==> config.mk <==
export PLATFORM = sky130hd
export DESIGN_NAME = pc_fetch
export DESIGN_NICKNAME = d
export VERILOG_FILES = /design/src/rtl/pc_fetch_pkg.sv /design/src/rtl/pc_fetch.sv
export SDC_FILE = /design/constraint.sdc
export NUM_CORES = 1
export LEC_CHECK = 0
export ABC_AREA = 0
export CAP_MARGIN = 30
export CORE_MARGIN = 3
export CORE_UTILIZATION = 35
export CTS_CLUSTER_SIZE = 16
export DETAILED_ROUTE_END_ITERATION = 10
export PLACE_DENSITY = 0.67
export SLEW_MARGIN = 20
export SYNTH_ARGS = -nofsm -noshare
export SYNTH_HDL_FRONTEND = slang
export SYNTH_SLANG_ARGS = --single-unit
==> constraint.sdc <==
create_clock -name clk -period 3.9 [get_ports clk]
set_clock_uncertainty 0.1 [all_clocks]
set_input_delay 0.585 -clock clk [delete_from_list [all_inputs] [get_ports clk]]
set_output_delay 0.585 -clock clk [all_outputs]
set_load 0.05 [all_outputs]
==> src/rtl/pc_fetch_pkg.sv <==
// Shared types and constants for the instruction fetch stage.
package pc_fetch_pkg;

  typedef enum logic [1:0] {
    ST_IDLE    = 2'd0,
    ST_REQ     = 2'd1,
    ST_DELIVER = 2'd2
  } fetch_state_e;

  localparam int unsigned INSTR_BYTES          = 4;
  localparam logic [31:0] PC_STEP              = 32'(INSTR_BYTES);
  localparam logic [31:0] RESET_VECTOR_DEFAULT = 32'h0000_0000;

  // Branch targets are always fetched on a word boundary.
  function automatic logic [31:0] word_align(input logic [31:0] addr);
    return {addr[31:2], 2'b00};
  endfunction

endpackage

==> src/rtl/pc_fetch.sv <==
// Single-outstanding instruction fetch: holds the PC, issues one memory request at a time,
// presents the fetched word to decode and handles redirects at any point of a fetch.
module pc_fetch
  import pc_fetch_pkg::*;
#(
  parameter logic [31:0] RESET_VECTOR = RESET_VECTOR_DEFAULT
) (
  input  logic        clk,
  input  logic        rst_n,
  input  logic [31:0] pc_plus4,
  output logic [31:0] adder_in1,
  output logic [31:0] adder_in2,
  input  logic        redirect,
  input  logic [31:0] redirect_pc,
  output logic        imem_req,
  output logic [31:0] imem_addr,
  input  logic        imem_ack,
  input  logic [31:0] imem_rdata,
  output logic        instr_valid,
  output logic [31:0] instr,
  output logic [31:0] instr_pc,
  input  logic        instr_ready,
  output logic        misalign
);

  fetch_state_e state_q, state_d;
  logic [31:0]  pc_q, pc_d;
  logic [31:0]  addr_q, addr_d;
  logic [31:0]  instr_q, instr_d;
  logic [31:0]  instr_pc_q, instr_pc_d;
  logic         kill_q, kill_d;
  logic         misalign_q, misalign_d;
  logic [31:0]  target;

  assign target = word_align(redirect_pc);

  // addr_q is the address of the outstanding request; it diverges from pc_q only while
  // a killed request is still waiting for its ack.
  always_comb begin
    state_d    = state_q;
    pc_d       = pc_q;
    addr_d     = addr_q;
    instr_d    = instr_q;
    instr_pc_d = instr_pc_q;
    kill_d     = kill_q;
    misalign_d = redirect && (redirect_pc[1:0] != 2'b00);

    case (state_q)
      ST_IDLE: begin
        state_d = ST_REQ;
        if (redirect) begin
          pc_d   = target;
          addr_d = target;
        end else begin
          addr_d = pc_q;
        end
      end

      ST_REQ: begin
        if (imem_ack) begin
          if (redirect) begin
            pc_d   = target;
            addr_d = target;
            kill_d = 1'b0;
          end else if (kill_q) begin
            // Stale response: drop it and re-issue at the redirected PC.
            addr_d = pc_q;
            kill_d = 1'b0;
          end else begin
            instr_d    = imem_rdata;
            instr_pc_d = pc_q;
            state_d    = ST_DELIVER;
          end
        end else if (redirect) begin
          pc_d   = target;
          kill_d = 1'b1;
        end
      end

      ST_DELIVER: begin
        if (redirect) begin
          pc_d    = target;
          addr_d  = target;
          state_d = ST_REQ;
        end else if (instr_ready) begin
          pc_d    = pc_plus4;
          addr_d  = pc_plus4;
          state_d = ST_REQ;
        end
      end

      default: begin
        state_d = ST_IDLE;
        kill_d  = 1'b0;
      end
    endcase
  end

  always_ff @(posedge clk or negedge rst_n) begin
    if (!rst_n) begin
      state_q    <= ST_IDLE;
      pc_q       <= RESET_VECTOR;
      addr_q     <= RESET_VECTOR;
      instr_q    <= 32'd0;
      instr_pc_q <= 32'd0;
      kill_q     <= 1'b0;
      misalign_q <= 1'b0;
    end else begin
      state_q    <= state_d;
      pc_q       <= pc_d;
      addr_q     <= addr_d;
      instr_q    <= instr_d;
      instr_pc_q <= instr_pc_d;
      kill_q     <= kill_d;
      misalign_q <= misalign_d;
    end
  end

  assign adder_in1   = pc_q;
  assign adder_in2   = PC_STEP;
  assign imem_req    = (state_q == ST_REQ);
  assign imem_addr   = addr_q;
  assign instr_valid = (state_q == ST_DELIVER);
  assign instr       = instr_q;
  assign instr_pc    = instr_pc_q;
  assign misalign    = misalign_q;

endmodule
## Word-level counts from Yosys, hierarchy flattened

Cells that the tools add are included.

| storage, ports and cells | value |
|---|---|
| bits in registers | 132 |
| input port bits | 101 |
| output and inout bits | 163 |
| logic and storage cells | 47 |

| operators by class | value |
|---|---|
| equality and inequality tests | 8 |
| mux-type cells | 17 |
| bitwise gates (word level) | 3 |
| reduce and logical (&&, ||, !) cells | 12 |

Operator list:

| operator | number |
|---|---|
| 32-bit 2-to-1 mux | 6 |
| 32-bit one-hot mux with 3 select lines | 1 |
| 32-bit one-hot mux with 2 select lines | 1 |
| 4-bit AND reduction | 3 |
| 2-bit 2-to-1 mux | 5 |
| 3-bit by 2-bit != test with 1-bit output (second input constant) | 3 |
| 2-bit one-hot mux with 3 select lines | 1 |
| 2-bit != test (second input constant) | 2 |
| 2-bit AND reduction | 2 |
| 2-bit nonzero test | 2 |
| 2-bit OR reduction | 2 |
| 1-bit NOT | 3 |
| 3-bit nonzero test | 1 |
| 2-bit by 1-bit == test with 1-bit output (second input constant) | 1 |
| 2-bit == test (second input constant) | 1 |
| 2-bit logical NOT | 1 |
| 1-bit 2-to-1 mux | 2 |
| 2-bit by 1-bit != test with 1-bit output (second input constant) | 1 |
| 1-bit one-hot mux with 2 select lines | 1 |
| 1-bit logical AND | 1 |

## Depth between registers and ports, before layout

Gate-level depths: netlist of run 1.

| depth | value |
|---|---|
| word-level depth | 4 |
| depth in mapped cells | 7 |
| gate-level depth less buffers | 5 |

## Worst setup path before layout of run 1

Ideal clock, no wire load.

| timing | value |
|---|---|
| path kind | in2reg |
| from | in redirect |
| to | reg instr_pc_q[14] (netlist: instr_pc[14]) |
| setup time | 0.125 ns |
| arrival time | 1.718 ns |
| data required time | 3.675 ns |
| path slack | 1.957 ns |
| stages on the path | 6 |
| path buffers | 2 |
| cells stage by stage | buf_2 nor2_1 nand3_1 nor2_4 buf_6 mux2_2 |

| on the way | value |
|---|---|
| word-level cells in the longest chain between the ends | 2 |

RTL lines:

| what | RTL line | RTL |
|---|---|---|
| start: declaration | pc_fetch.sv:13 | `input logic redirect,` |
| 1-bit NOT (no source line) | -- |  |
| 4-bit AND reduction (no source line) | -- |  |
| end signal: assignment | pc_fetch.sv:113 | `instr_pc_q <= instr_pc_d;` |
| end: declaration | pc_fetch.sv:30 | `logic [31:0] instr_pc_q, instr_pc_d;` |

No other way between the ends.
A chain may end at the register's enable or synchronous reset.

## Worst setup path after layout of run 1

| timing | value |
|---|---|
| from | reg state_q[0] |
| to | out instr_valid |

| on the way | value |
|---|---|
| word-level cells in the longest chain between the ends | 1 |

RTL lines:

| what | RTL line | RTL |
|---|---|---|
| start: declaration | pc_fetch.sv:26 | `fetch_state_e state_q, state_d;` |
| start signal: assignment | pc_fetch.sv:109 | `state_q <= state_d;` |
| 2-bit == test | pc_fetch.sv:123 | `assign instr_valid = (state_q == ST_DELIVER);` |
| end: declaration | pc_fetch.sv:19 | `output logic instr_valid,` |

No other way between the ends.

==> flow_summary.yaml, run 1 <==
power_and_ir_drop:
  p_leak_uw: 0.003957
  power_density_nw_per_um2: 879.6
  vdd.ir_drop.worst_mv: 0.4465
setup_path:
  critPathMaxFanout: 6
  setup.worst_path.end_class: "primary output"
  slowest_stage: "clkdlybuf4s50_1"
  slowest_delay_ns: 0.84
  rrSetupSlack_ns: 1.75
  crit_type: "reg -> out"
  required_ns: 3.21
  startpoint_type: "flip-flop"
  cp.arrival_ns: 1.99
  crit_chain: "nand2b_2, inv_1, clkdlybuf4s50_1"
hold_path:
  min_path_type: "in -> async"
yosys:
  yosys-top-cells-area: "dfrtp_1, mux2_2, mux2i_1"
  synth_edf_count: 0
  syn_avg_cell_area_sq_um: 13.43
  synth_top_area_share_pct: 56.16
  synth_cells: 438
  ys.flop_type: "dfrtp_1"
  synth_area_leader_cell: "dfrtp_1"
  yosys.cell_types.count: 24
  yosysWarnings: 0
  synth_area_sq_um: 5882
  synth_seq_cells: 132
  synth_commonest_cells: "dfrtp_1, mux2_2, nand2_1"
  ys_seq_area_share_pct: 56.16
  asyncSetResetFlopFracSynth_pct: 100.0
  yosys.cell_count.top_type: "dfrtp_1"
global_routing:
  use_met1_pct: 20.09
  antenna_found_initial: 0
  grt_pass1_vias: 4430
  busiest_layer: "met2"
  grt_max_degree: 81
  grt_use_met2_pct: 28.48
  gr-usage-all-layers_pct: 16.88
  met3_usage_pct: 6.129
  grt_pass1_wl_um: 24140
  grt_remaining_overflow: 0
floorplanning:
  dieHeight_um: 135.6
  initial_utilization_pct: 36.37
  dieArea_sq_um: 18400
  die_w_um: 135.6
  core_area_sq_um: 16170
  rows: 46
  boundaryPins: 264
cells_and_area:
  nets: 771
  fill_cells: 1376
  n_antenna_cell: 0
  fin_util_pct: 54.94
  syn_to_final_growth_pct: 51.05
  drive_above_1_share_pct: 24.45
sta:
  rsz0062_at_grt: "false"
  max_freq_mhz: 373.6
  period_share_pct: 68.63
  setup_viol: 0
  hold_violations: 0
  worst_pin_slew_ns: 0.7450
  slew_headroom_pct: 50.22
  slew_violations: 0
  period_needed_ns: 2.676
  timing.setup.tns_ns: 0
routing:
  drt_iter0_drc: 111
  wl_um: 15530
  avgRoutedWirePerCell_um: 17.28
  drc: 0
  viasPerCell: 4.664
  vias: 4193
  postRouteAntennaNets: 0
  first_pass_iters: 4
clock_tree:
  clk_latency_ns: 0.40
  cts_sinks: 132
  cts_buffers: 17
  clock_path_buffers: 2
  root_buffer: "clkbuf_16"
  cts_setup_buffers: 0
  cts-hold-fix-buffers: 0
  cts_tree: "built"
  cts-resized-gates: 0
  clk_pin_slew_ns: 0.06
  h-tree-depth: 4
job:
  maxCapViolCount: 0
placed_design:
  port-buffer-count: 231
  finalWeightedCongestion: 0.7602
  dpl.hpwl_um: 11020
run_status:
  status: "complete, no violations"
[layout make-up]
type / count / area (sq um) / area share [%]
clock inverters: 11 / 148.9 / 1.676
inverters: 2 / 7.507 / 0.08450
flip-flops and latches: 132 / 3303 / 37.18
repair buffers: 239 / 2406 / 27.08
well taps: 216 / 270.3 / 3.042
multi-input cells: 278 / 2268 / 25.53
clock buffers: 21 / 480.5 / 5.408
[metal layers]
metal  up-vias  share of wire (%)
met3        15                9.3
met2       176                 50
met5         -                  0
met4         0                1.1
li1       1930                  -
met1      2072                 40
[path summary, 6_finish.rpt]
| check | startpoint | to | cells after the start |
|---|---|---|---|
| setup / recovery | state_q[0] | instr_valid | 3 |
| hold / removal | rst_n | imem_addr[10] | 1 |
| setup reg to reg | state_q[1] | adder_in1[3] | 5 |
| hold reg to reg | instr[8] | instr[8] | 1 |
| max in group asynchronous | rst_n | adder_in1[25] | 2 |
| min in group clk | instr[8] | instr[8] | 1 |
[metrics by stage]
stage	total power (uW)	instances	setup WS, ns	hold slack [ns]	instance area, sq um
5_1_grt	8150	899	1.152	0.05291	8885
2_1_floorplan	4799	468	1.957	0.1894	5995
3_3_place_gp	6134	866	1.165	0.3682	8235
6_report	7815	899	1.224	0.02874	8885
4_1_cts	7898	898	1.200	0.03075	8865
3_5_place_dp	6205	866	1.074	0.3790	8235
[critical path: cells and delay by family, from the launching register on]
kind / cells / cell delay (ns)
flip-flops: 1 / 0.43
AND/OR/NAND/NOR: 1 / 0.21
buffers and inverters: 2 / 0.94
[state kept, by name, indices dropped and copies added, names as in the netlist]
register and flops:
kill_q 1, instr_pc 32, imem_addr 32, state_q 2
adder_in1 32, instr 32, misalign 1
[cells by family after synthesis]
| logic type | synth area share (%) |
|---|---|
| buf+inv | 7.318 |
| mux | 29.23 |
| other cells | 0.1277 |
| simple gates | 3.403 |
| compound gates | 3.765 |
| flops | 56.16 |
[placed cells by master (no fill, tap or decap), drive strengths merged]
cell type	count
inv	3
o32ai	1
nor2	6
a21oi	3
mux2	126
clkinvlp	3
conb	32
bufinv	3
dfrtp	132
o21ai	33
nand2b	1
o21a	1
buf	10
mux2i	30
nand3	1
clkdlybuf4s50	229
clkinv	4
nand2	39
a2bb2oi	2
clkbuf	21
and2	2
o21bai	1
[report_power, final]
group | total (uW) | internal, uW | switching [uW]
Clock | 1660 | 1080 | 585
Combinational | 3950 | 1430 | 2520
Sequential | 2200 | 1890 | 313
(Power assumes the default switching activity.)
==> run 2, diff against run 1 <==
clock period = 2.5 ns   (was 3.9 ns; I/O delays follow)
==> flow_summary.yaml, run 2 (synthesis results as in run 1) <==
global_routing:
  grt_max_degree: 73
  grt_pass1_wl_um: 24470
  grt_pass1_vias: 4579
  grt_remaining_overflow: 0
  antenna_found_initial: 0
  gr-usage-all-layers_pct: 17.15
setup_path:
  crit_chain: "nor2_1, clkdlybuf4s50_1"
  startpoint_type: "flip-flop"
  critPathMaxFanout: 7
  slowest_delay_ns: 0.83
  setup.worst_path.end_class: "primary output"
  crit_type: "reg -> out"
  cp.arrival_ns: 1.88
  ff2ff_path_depth: 5
  slowest_stage: "clkdlybuf4s50_1"
  required_ns: 2.03
  rrSetupSlack_ns: 0.44
hold_path:
  min_path_type: "in -> reg"
  whs_path_depth: 3
placed_design:
  port-buffer-count: 231
  dpl.hpwl_um: 11410
  place_inst: 874
  finalWeightedCongestion: 0.7699
  pre_cts_slack_ns: 0.3478
cells_and_area:
  nets: 779
  mostFrequentLayoutCells: "clkdlybuf4s50_1, dfrtp_1, mux2_2, nand2_1, conb_1"
  n_antenna_cell: 0
  drive_above_1_share_pct: 24.42
  stdcell_count: 904
  layout_commonest_cell: "clkdlybuf4s50_1"
  syn_to_final_growth_pct: 51.03
sta:
  worst_pin_slew_ns: 0.6738
  period_needed_ns: 2.355
  holdWs_ns: 0.3669
  hold_violations: 0
  setup_slack_ns: 0.1451
  max_freq_mhz: 424.6
  setup_viol: 0
  period_share_pct: 94.20
  slew_headroom_pct: 55.08
  timing.setup.tns_ns: 0
  slew_violations: 0
  rsz0062_at_grt: "false"
routing:
  drc: 0
  postRouteAntennaNets: 0
  avgRoutedWirePerCell_um: 17.23
  vias: 4235
  wl_um: 15570
  first_pass_iters: 4
  viasPerCell: 4.685
  drt_iter0_drc: 134
floorplanning:
  rows: 46
  die_w_um: 135.6
  initial_utilization_pct: 36.37
  dieHeight_um: 135.6
  dieArea_sq_um: 18400
  core_area_sq_um: 16170
  boundaryPins: 264
clock_tree:
  root_buffer: "clkbuf_16"
  cts-hold-fix-buffers: 1
  cts_tree: "built"
  clk_latency_ns: 0.40
  cts-resized-gates: 0
  cts_setup_buffers: 0
  h-tree-depth: 4
  cts_buffers: 17
  clock_path_buffers: 2
  cts_sinks: 132
  clk_pin_slew_ns: 0.05
power_and_ir_drop:
  power_density_nw_per_um2: 1351
  vdd.ir_drop.worst_mv: 0.7855
  p_sw_uw: 5262
  p_leak_uw: 0.003968
  power.total_uw: 12010
  switching_share_pct: 43.83
  p_seq_share_pct: 28.7
  power_frac_clock_pct: 19.9
  p_int_uw: 6744
  p_comb_share_pct: 51.4
job:
  maxCapViolCount: 0
run_status:
  status: "complete, no violations"
==> run 2: changes by cell type in the layout (fill, tap and decap cells not counted) <==
cell             previous run  this run
buf_4                       5        13
clkdlybuf4s50_1           229       228
dlygate4sd3_1               0         1
clkbuf_1                    0         4
clkinv_2                    2         1
clkinv_4                    2         0
inv_6                       1         0
bufinv_16                   3         2
clkinvlp_4                  3         1
==> run 2: per-stage QoR <==
step	instance area (sq um)	util [%]
finish	8884	54.93
global route	8884	54.93
CTS	8884	54.93
detailed placement	8305	51.35
global placement	8305	51.35
floorplan	5995	-
==> run 2: final cells by class <==
class,instances,area (sq um)
Timing Repair Buffer,247,2466
Clock inverter,4,72.57
Tap cell,216,270.3
Inverter,2,7.507
Sequential cell,132,3303
Fill cell,1326,7289
Clock buffer,25,495.5
Multi-Input combinational cell,278,2268
==> run 2: final timing paths <==
kind,start,end
setup / recovery,state_q[1],imem_req
hold / removal,redirect,misalign
setup reg to reg,state_q[1],imem_addr[17]
hold reg to reg,instr_pc[11],instr_pc[11]
max in group asynchronous,rst_n,imem_addr[4]
min in group asynchronous,rst_n,instr_pc[9]
==> run 2: worst max-delay path, delay by kind of cell (launching register included) <==
family / cells / cell delay [ns]
flip-flops: 1 / 0.49
buffers and inverters: 1 / 0.83
AND/OR/NAND/NOR: 1 / 0.16
==> run 2: power by group through the flow <==
stage | logic (uW) | registers, uW | clock network (uW)
finish | 6170 | 3440 | 2390
global route | 6420 | 3560 | 2530
CTS | 6240 | 3460 | 2450
detailed placement | 6230 | 3480 | 0
global placement | 6170 | 3440 | 0
floorplan | 1240 | 6240 | 0
==> run 2: routing by layer <==
metal	vias up	share of wire (%)	global-route usage, %
met2	189	49	28.93
li1	1943	-	-
met1	2081	41	20.38
met5	-	0	0
met3	22	8.5	6.092
met4	0	1.8	5.879
